<file path="src/rtl/a0_trace_buffer.sv">
// a0_trace_buffer
//   Watches the core's a0 register every clock, queues each new value in a
//   first-word-fall-through FIFO and lets a consumer drain entries through a
//   valid/ready handshake. Never stalls the core. When the FIFO is full and
//   nothing is popped, a change is dropped and recorded in overflow/drop_count.
//
//   Optional feature macro: A0_TRACE_TIMESTAMP_EN
//     defined   - free-running timestamp counter; each entry stores the
//                 timestamp of its push edge, presented on trace_time
//     undefined - no counter or timestamp storage; trace_time is tied to 0
//
// Parameters: WIDTH (a0 width), DEPTH (entries, power of two >= 2),
//             TS_WIDTH (timestamp width)
// Ports:
//   clk, rst     clock (rising edge), asynchronous active-high reset
//   a0           core a0 value, sampled every edge
//   trace_valid  head entry present
//   trace_ready  consumer accepts head entry
//   trace_data   head entry value
//   trace_time   head entry timestamp (0 when timestamps are not built)
//   count        occupancy 0..DEPTH
//   overflow     sticky, at least one change dropped
//   drop_count   dropped changes, saturating at 255
module a0_trace_buffer #(
  parameter int unsigned WIDTH    = 32,
  parameter int unsigned DEPTH    = 16,
  parameter int unsigned TS_WIDTH = 16
) (
  input  logic                       clk,
  input  logic                       rst,
  input  logic [WIDTH-1:0]           a0,
  output logic                       trace_valid,
  input  logic                       trace_ready,
  output logic [WIDTH-1:0]           trace_data,
  output logic [TS_WIDTH-1:0]        trace_time,
  output logic [$clog2(DEPTH):0]     count,
  output logic                       overflow,
  output logic [7:0]                 drop_count
);

  localparam int unsigned AW = $clog2(DEPTH);
  localparam int unsigned PW = AW + 1;

  logic [WIDTH-1:0] prev;
  logic [PW-1:0]    wptr;
  logic [PW-1:0]    rptr;
  logic [WIDTH-1:0] mem_data [DEPTH];

  logic change;
  logic full;
  logic pop;
  logic push;
  logic drop;
  logic [PW-1:0] count_next;

  assign change = (a0 != prev);
  // Extra pointer MSB distinguishes full from empty when the low bits match.
  assign full   = (wptr[AW] != rptr[AW]) && (wptr[AW-1:0] == rptr[AW-1:0]);
  assign pop    = trace_valid && trace_ready;
  // A pop frees the slot in the same edge, so a full FIFO can still accept.
  assign push   = change && (!full || pop);
  assign drop   = change && full && !pop;

  always_comb begin
    count_next = count;
    case ({push, pop})
      2'b10:   count_next = count + 1'b1;
      2'b01:   count_next = count - 1'b1;
      default: count_next = count;
    endcase
  end

  always_ff @(posedge clk or posedge rst) begin
    if (rst) begin
      prev        <= '0;
      wptr        <= '0;
      rptr        <= '0;
      count       <= '0;
      trace_valid <= 1'b0;
      overflow    <= 1'b0;
      drop_count  <= '0;
    end else begin
      prev        <= a0;
      count       <= count_next;
      trace_valid <= (count_next != '0);
      if (push) wptr <= wptr + 1'b1;
      if (pop)  rptr <= rptr + 1'b1;
      if (drop) begin
        overflow <= 1'b1;
        if (drop_count != 8'hFF) drop_count <= drop_count + 8'd1;
      end
    end
  end

  // Storage is deliberately not reset.
  always_ff @(posedge clk) begin
    if (push) mem_data[wptr[AW-1:0]] <= a0;
  end

  assign trace_data = mem_data[rptr[AW-1:0]];

`ifdef A0_TRACE_TIMESTAMP_EN
  logic [TS_WIDTH-1:0] ts;
  logic [TS_WIDTH-1:0] mem_time [DEPTH];

  always_ff @(posedge clk or posedge rst) begin
    if (rst) ts <= '0;
    else     ts <= ts + 1'b1;
  end

  always_ff @(posedge clk) begin
    if (push) mem_time[wptr[AW-1:0]] <= ts;
  end

  assign trace_time = mem_time[rptr[AW-1:0]];
`else
  assign trace_time = '0;
`endif

endmodule
</file>
<file path="config.mk">
export PLATFORM = sky130hd
export DESIGN_NAME = a0_trace_buffer
export DESIGN_NICKNAME = d
export VERILOG_FILES = /design/src/rtl/a0_trace_buffer.sv
export SDC_FILE = /design/constraint.sdc
export NUM_CORES = 1
export LEC_CHECK = 0
export CORE_AREA = 2 2 337 205
export CTS_CLUSTER_SIZE = 10
export DETAILED_ROUTE_END_ITERATION = 6
export DIE_AREA = 0 0 339 207
export PLACE_DENSITY = 0.55
export SETUP_SLACK_MARGIN = 0.02
export SLEW_MARGIN = 20
export SYNTH_ARGS = -nofsm -noshare
export SYNTH_HDL_FRONTEND = slang
export SYNTH_SLANG_ARGS = --single-unit
</file>
<file path="constraint.sdc">
create_clock -name clk -period 5.65 [get_ports clk]
set_input_delay 1.13 -clock clk [delete_from_list [all_inputs] [get_ports clk]]
set_output_delay 1.13 -clock clk [all_outputs]
set_load 0.1 [all_outputs]
</file>
==> results.py, run 1 <==
metrics = {
    "yosys": {
        "yosys_warnings": 0,
        "syn_area_um2": 22000,
        "synth_area_leader_cell": "edfxtp_1",
        "synth_common_cells": "edfxtp_1, mux4_2, dfrtp_1",
        "yosys-top-cells-area": "edfxtp_1, mux4_2, dfrtp_1, xnor2_1, buf_4",
        "ys.flop_type": "edfxtp_1",
        "syn_inst": 947,
        "ys_seq_area_share_pct": 76.4,
        "synth_top_area_share_pct": 69.9,
        "yosysMostFrequentCell": "edfxtp_1",
        "synthArstFlopShare_pct": 10.0,
        "postSynthAreaPerCell_um2": 23.2,
        "ys_ff_latch": 569,
        "synth_edf_count": 512,
        "synth.distinct_cells": 44,
    },
    "worst_setup_path": {
        "cp_common_cell": "mux4_2",
        "cp_slowest_cell": "clkdlybuf4s50_1",
        "r2r_slack_ns": 1.69,
        "path_cells": "buf_4 > mux4_2 > mux4_2 > clkdlybuf4s50_1",
        "cp-start-kind": "flop",
        "arrival_ns": 3.78,
        "critPathKind": "reg -> out",
        "worstReg2RegEnd": "trace_valid$_DFF_PP0_",
        "end_kind": "output port",
        "crit_required_ns": 4.52,
        "path_buf_inv": 2,
        "r2r_start": "prev[3]$_DFF_PP0_",
        "reg2reg_depth": 12,
        "max_stage_delay_ns": 0.99,
        "cp_top_family": "buffers and inverters",
        "path_max_fanout": 16,
    },
    "sta": {
        "clock.fmax_ghz": 0.204,
        "setup_violations": 0,
        "finalHoldViolations": 0,
        "rsz0062_at_grt": "false",
        "fin_crit_sh_pct": 86.8,
        "slew_viol_final": 0,
        "holdWs_ns": 0.485,
        "worst_pin_slew_ns": 1.03,
        "period_minus_slack_ns": 4.91,
        "setup_tns_ns": 0,
        "clock-skew-final_ns": 0.0231,
        "slew_headroom_pct": 31.3,
        "setup_ws_ns": 0.744,
    },
    "detailed_routing": {
        "routedWlPerCell_um": 25.0,
        "wirelength_mm": 51.6,
        "routed_via_density": 4.88,
        "first_pass_iters": 5,
        "ant_nets": 0,
        "first_iter_violations": 989,
        "num_vias": 10100,
        "drc_errors": 0,
    },
    "clocking": {
        "postCtsSetupBuffers": 0,
        "cts_tree": "yes",
        "clkLatencyLatePin_ns": 0.59,
        "clock-root-buffer": "clkbuf_16",
        "clkSlewWorstSetupHoldPaths_ns": 0.06,
        "cts_made_buffers": 66,
        "h-tree-depth": 3,
        "cts_max_path_buffers": 3,
        "postCtsHoldBufs": 0,
        "postCtsResizedCells": 0,
        "cts.sinks": 569,
    },
    "hold_path": {
        "min_to": "overflow$_DFFE_PP0P_",
        "min_path_type": "reg -> reg",
        "hold_depth": 1,
        "min_from": "overflow$_DFFE_PP0P_",
    },
    "floorplan": {
        "ioPinCount": 98,
        "initial_utilization_pct": 32.7,
        "dieWidth_um": 339,
        "rows": 74,
        "die_area_um2": 70200,
        "core_area_um2": 67300,
        "die_height_um": 207,
    },
    "placement": {
        "gp_congestion": 0.728,
        "placed_cell_area_um2": 24300,
        "portBuffers": 81,
        "dp_hpwl_mm": 30.1,
        "dp_slack_ns": 0.342,
    },
    "pwr": {
        "p_switching_w": 0.00622,
        "swShare_pct": 38.8,
        "power_density_nw_per_um2": 612,
        "seqPwrFrac_pct": 35.7,
        "internal_power_w": 0.00982,
        "peakVddDrop_mv": 0.452,
        "power_leakage_nw": 8.45,
        "power_frac_clock_pct": 23.7,
        "comb_power_share_pct": 40.5,
    },
    "grt": {
        "grt_pass1_vias": 10400,
        "grt_antenna_before_repair": 3,
        "grt_pass1_wl_mm": 75.2,
        "grt_max_degree": 47,
        "track_usage_pct": 14.8,
        "grt.overflow.total": 0,
    },
    "job": {
        "max_cap_viol_count": 0,
    },
    "layout": {
        "layout-drive-gt1-share_pct": 29.7,
        "fin_area_um2": 26200,
        "nets": 1155,
        "fin_util_pct": 38.9,
        "area_delta_synth_final_pct": 19.1,
    },
    "outcome": {
        "outcome": "completed",
    },
}
## through the flow
stage | power [W] | cells
after floorplan | 0.0105 | 962
after global placement | 0.0124 | 1954
after detailed placement | 0.0125 | 1954
after CTS | 0.0163 | 2062
after global routing | 0.0167 | 2062
final | 0.0160 | 2063
## worst register-to-register path, cell delays in order, from the launching register on
cell and delay (ns):
dfrtp_1 0.37, xnor2_1 0.49, nand4_1 0.39, nor4_4 0.67
nand3_2 0.19, inv_1 0.18, ha_1 0.25, a21o_1 0.16
a21oi_1 0.18, xnor2_1 0.11, or4b_2 0.63, a21oi_1 0.14
o22ai_1 0.09
## worst max-delay path by stage
stage	start	endpoint	slack, ns	cells after the start
3_5_place_dp	a0[20]	trace_valid$_DFF_PP0_	0.34	13
6_report	rptr[0]$_DFFE_PP0P_	trace_data[12]	0.74	4
5_1_grt	rptr[0]$_DFFE_PP0P_	trace_data[13]	0.59	4
4_1_cts	rptr[0]$_DFFE_PP0P_	trace_data[12]	0.65	4
2_1_floorplan	a0[29]	mem_data[1][0]$_DFFE_PP_	0.92	7
3_3_place_gp	a0[20]	trace_valid$_DFF_PP0_	0.41	13
## routing by layer
metal / global-route usage [%] / part of all wire [%]
met1: 22.0 / 48
met3: 4.04 / 5.9
met5: 0 / 0.068
met4: 3.05 / 1.3
met2: 21.8 / 45
## state kept, by name, indices dropped and copies added (netlist names)
signal,count
trace_valid,1
rptr,5
prev,32
overflow,1
wptr,5
drop_count,8
mem_data,512
count,5
## kinds of logic (layout without fill, tap and decap cells)
kind of cell             Yosys count  in the layout  share of synthesized area [%]
XOR/XNOR                          55             55                           2.19
other                              1             17                         0.0170
AND/OR/NAND/NOR                   68             68                           1.97
AO/OA/AOI/OAI                     15             15                          0.495
buffers and inverters             65            253                           1.71
multiplexers                     164            164                           16.6
flip-flops                       569            569                           76.4
adder cells (fa/ha/maj)           10             10                          0.603
## power groups by stage
stage               Combinational, W  Sequential [W]  Clock [W]
finish                       0.00650         0.00573    0.00381
global route                 0.00682         0.00580    0.00408
CTS                          0.00665         0.00575    0.00390
detailed placement           0.00663         0.00583          0
global placement             0.00662         0.00580          0
floorplan                    0.00465         0.00590          0
## cell usage in the layout, fill, tap and decap left out, types with 3 or more instances in the layout
cell | synthesis | routed
edfxtp_1 | 512 | 512
mux4_2 | 160 | 160
clkdlybuf4s50_1 | 0 | 69
clkbuf_16 | 0 | 67
buf_4 | 29 | 54
dfrtp_1 | 57 | 53
xnor2_1 | 48 | 48
clkbuf_1 | 11 | 35
nand2_1 | 16 | 16
conb_1 | 1 | 16
buf_12 | 0 | 16
nand4_1 | 15 | 15
and3_2 | 1 | 9
ha_1 | 9 | 9
xor2_1 | 7 | 7
nor3_2 | 1 | 5
a21oi_1 | 5 | 5
inv_1 | 6 | 4
inv_6 | 0 | 4
mux2_4 | 3 | 3
nor2_4 | 0 | 3
## area by class of cell
cell class | instances | area, um^2
fill | 6009 | 41100
antenna | 1 | 2.50
tap | 912 | 1140
clock buffer | 102 | 1810
clock inverter | 6 | 67.6
timing repair buffer | 139 | 1420
sequential | 569 | 16800
inverter | 6 | 22.5
multi-input combinational | 328 | 4930
Note: power is estimated with default switching activity, not from simulation.
==> run 2: changes to the inputs <==
- CAP_MARGIN: not set -> 15
- CORE_AREA: 2 2 337 205 -> 2 2 274 168
- DIE_AREA: 0 0 339 207 -> 0 0 276 170
- PLACE_DENSITY: 0.55 -> 0.73
==> run 2 against run 1 <==
  * The flow now finishes with violations (design-rule violations)
  * Highest routed layer unchanged
  * Largest power group unchanged
  * Flip-flop and latch count stayed put
  * Sequential power is 3% higher
  * Count of clock-buffer cells in the layout up 12
  * Clock power about the same
==> results.py, run 2 (synthesis gave the netlist of run 1 again) <==
metrics = {
    "clocking": {
        "clkLatencyLatePin_ns": 0.59,
        "cts_made_buffers": 66,
        "cts.sinks": 569,
        "cts_max_path_buffers": 3,
        "cts_tree": "yes",
        "clkSlewWorstSetupHoldPaths_ns": 0.05,
        "postCtsSetupBuffers": 0,
        "clock-root-buffer": "clkbuf_16",
        "postCtsResizedCells": 0,
        "h-tree-depth": 3,
        "postCtsHoldBufs": 0,
    },
    "worst_setup_path": {
        "crit_start": "rptr[0]$_DFFE_PP0P_",
        "worstReg2RegEnd": "trace_valid$_DFF_PP0_",
        "path_cells": "buf_12 > mux4_2 > mux4_2 > clkdlybuf4s50_1",
        "cp_common_cell": "mux4_2",
        "crit_required_ns": 4.52,
        "r2r_start": "prev[13]$_DFF_PP0_",
        "endpoint": "trace_data[30]",
        "end_kind": "output port",
        "critPathKind": "reg -> out",
        "arrival_ns": 3.87,
        "cp_slowest_cell": "clkdlybuf4s50_1",
        "max_stage_delay_ns": 1.00,
        "reg2reg_depth": 12,
        "path_max_fanout": 30,
        "cp-start-kind": "flop",
        "r2r_slack_ns": 2.01,
    },
    "outcome": {
        "outcome": "complete, but fails checks",
        "failed_checks": "design-rule violations",
    },
    "layout": {
        "largest_reg_flops": 512,
        "area_delta_synth_final_pct": 17.4,
        "final_cell_mix": "edfxtp_1, mux4_2, clkdlybuf4s50_1",
        "layout_commonest_cell": "edfxtp_1",
        "layout-drive-gt1-share_pct": 29.1,
        "fin_area_um2": 25800,
        "nets": 1154,
        "diodes": 0,
    },
    "sta": {
        "rsz0062_at_grt": "false",
        "clock.fmax_ghz": 0.200,
        "worst_pin_slew_ns": 1.04,
        "finalHoldViolations": 0,
        "setup_violations": 0,
        "fin_crit_sh_pct": 88.5,
        "slew_viol_final": 0,
        "period_minus_slack_ns": 5.00,
        "slew_headroom_pct": 30.2,
        "clock-skew-final_ns": 0.0350,
        "setup_tns_ns": 0,
    },
    "detailed_routing": {
        "num_vias": 10300,
        "routedWlPerCell_um": 27.3,
        "ant_nets": 0,
        "first_iter_violations": 1121,
        "first_pass_iters": 7,
        "wirelength_mm": 47.8,
        "drc_errors": 4,
        "routed_via_density": 5.90,
    },
    "pwr": {
        "power_leakage_nw": 8.46,
        "power_frac_clock_pct": 23.9,
        "internal_power_w": 0.00986,
        "power_density_nw_per_um2": 619,
        "swShare_pct": 38.3,
        "peakVddDrop_mv": 0.438,
        "p_switching_w": 0.00612,
        "comb_power_share_pct": 39.3,
        "seqPwrFrac_pct": 36.8,
    },
    "floorplan": {
        "core_area_um2": 44300,
        "dieWidth_um": 276,
        "die_height_um": 170,
        "ioPinCount": 98,
        "rows": 60,
        "die_area_um2": 46900,
        "initial_utilization_pct": 49.7,
    },
    "placement": {
        "portBuffers": 81,
        "dp_hpwl_mm": 26.7,
        "placed_cell_area_um2": 23900,
        "gp_congestion": 0.742,
    },
    "grt": {
        "grt.overflow.total": 0,
        "grt_max_degree": 52,
        "track_usage_pct": 20.9,
        "grt_pass1_wl_mm": 70.8,
        "grt_pass1_vias": 10600,
        "grt_antenna_before_repair": 1,
    },
    "job": {
        "max_cap_viol_count": 0,
    },
    "hold_path": {
        "min_path_type": "reg -> reg",
    },
}
[run 2: final cells by class]
class / count / area [um^2]
Tap cell: 589 / 737
Multi-Input combinational cell: 328 / 4930
Sequential cell: 569 / 16800
Clock buffer: 114 / 1850
Timing Repair Buffer: 138 / 1410
Inverter: 6 / 22.5
Fill cell: 3137 / 18500
Clock inverter: 6 / 67.6
[run 2: worst min path at each step]
stage	startpoint	endpoint	slack, ns	cells after the start
6_report	overflow$_DFFE_PP0P_	overflow$_DFFE_PP0P_	0.49	1
5_1_grt	wptr[4]$_DFFE_PP0P_	wptr[4]$_DFFE_PP0P_	0.50	1
4_1_cts	overflow$_DFFE_PP0P_	overflow$_DFFE_PP0P_	0.49	1
3_5_place_dp	overflow$_DFFE_PP0P_	overflow$_DFFE_PP0P_	0.48	1
3_3_place_gp	overflow$_DFFE_PP0P_	overflow$_DFFE_PP0P_	0.47	1
2_1_floorplan	rptr[4]$_DFFE_PP0P_	rptr[4]$_DFFE_PP0P_	0.47	1
[run 2: per-stage QoR]
step | util (%) | hold WS (ns) | setup slack (ns) | power, W | std cells
after floorplan | - | 0.466 | 0.920 | 0.0105 | 962
after global placement | 54.0 | 0.470 | 0.531 | 0.0122 | 1630
after detailed placement | 54.0 | 0.481 | 0.394 | 0.0123 | 1630
after CTS | 58.3 | 0.494 | 0.559 | 0.0161 | 1750
after global routing | 58.3 | 0.504 | 0.465 | 0.0166 | 1750
final | 58.3 | 0.489 | 0.649 | 0.0160 | 1750
[run 2: power by group through the flow]
| stage | Combinational, W | Sequential (W) | Clock, W |
|---|---|---|---|
| after floorplan | 0.00465 | 0.00590 | 0 |
| after global placement | 0.00628 | 0.00593 | 0 |
| after detailed placement | 0.00632 | 0.00598 | 0 |
| after CTS | 0.00635 | 0.00590 | 0.00388 |
| after global routing | 0.00654 | 0.00596 | 0.00406 |
| final | 0.00628 | 0.00589 | 0.00381 |
[run 2: layer usage]
| layer | share of wire, % | global-route usage (%) |
|---|---|---|
| met1 | 44 | 31.6 |
| met2 | 46 | 31.2 |
| met3 | 8.1 | 4.60 |
| met4 | 1.8 | 5.89 |
| met5 | 0.027 | 0 |
[run 2: worst max-delay path: cells and delay by family, from the launching register on]
kind | cells | cell delay, ns
multiplexers | 2 | 1.09
flip-flops | 1 | 0.84
buffers and inverters | 2 | 1.33
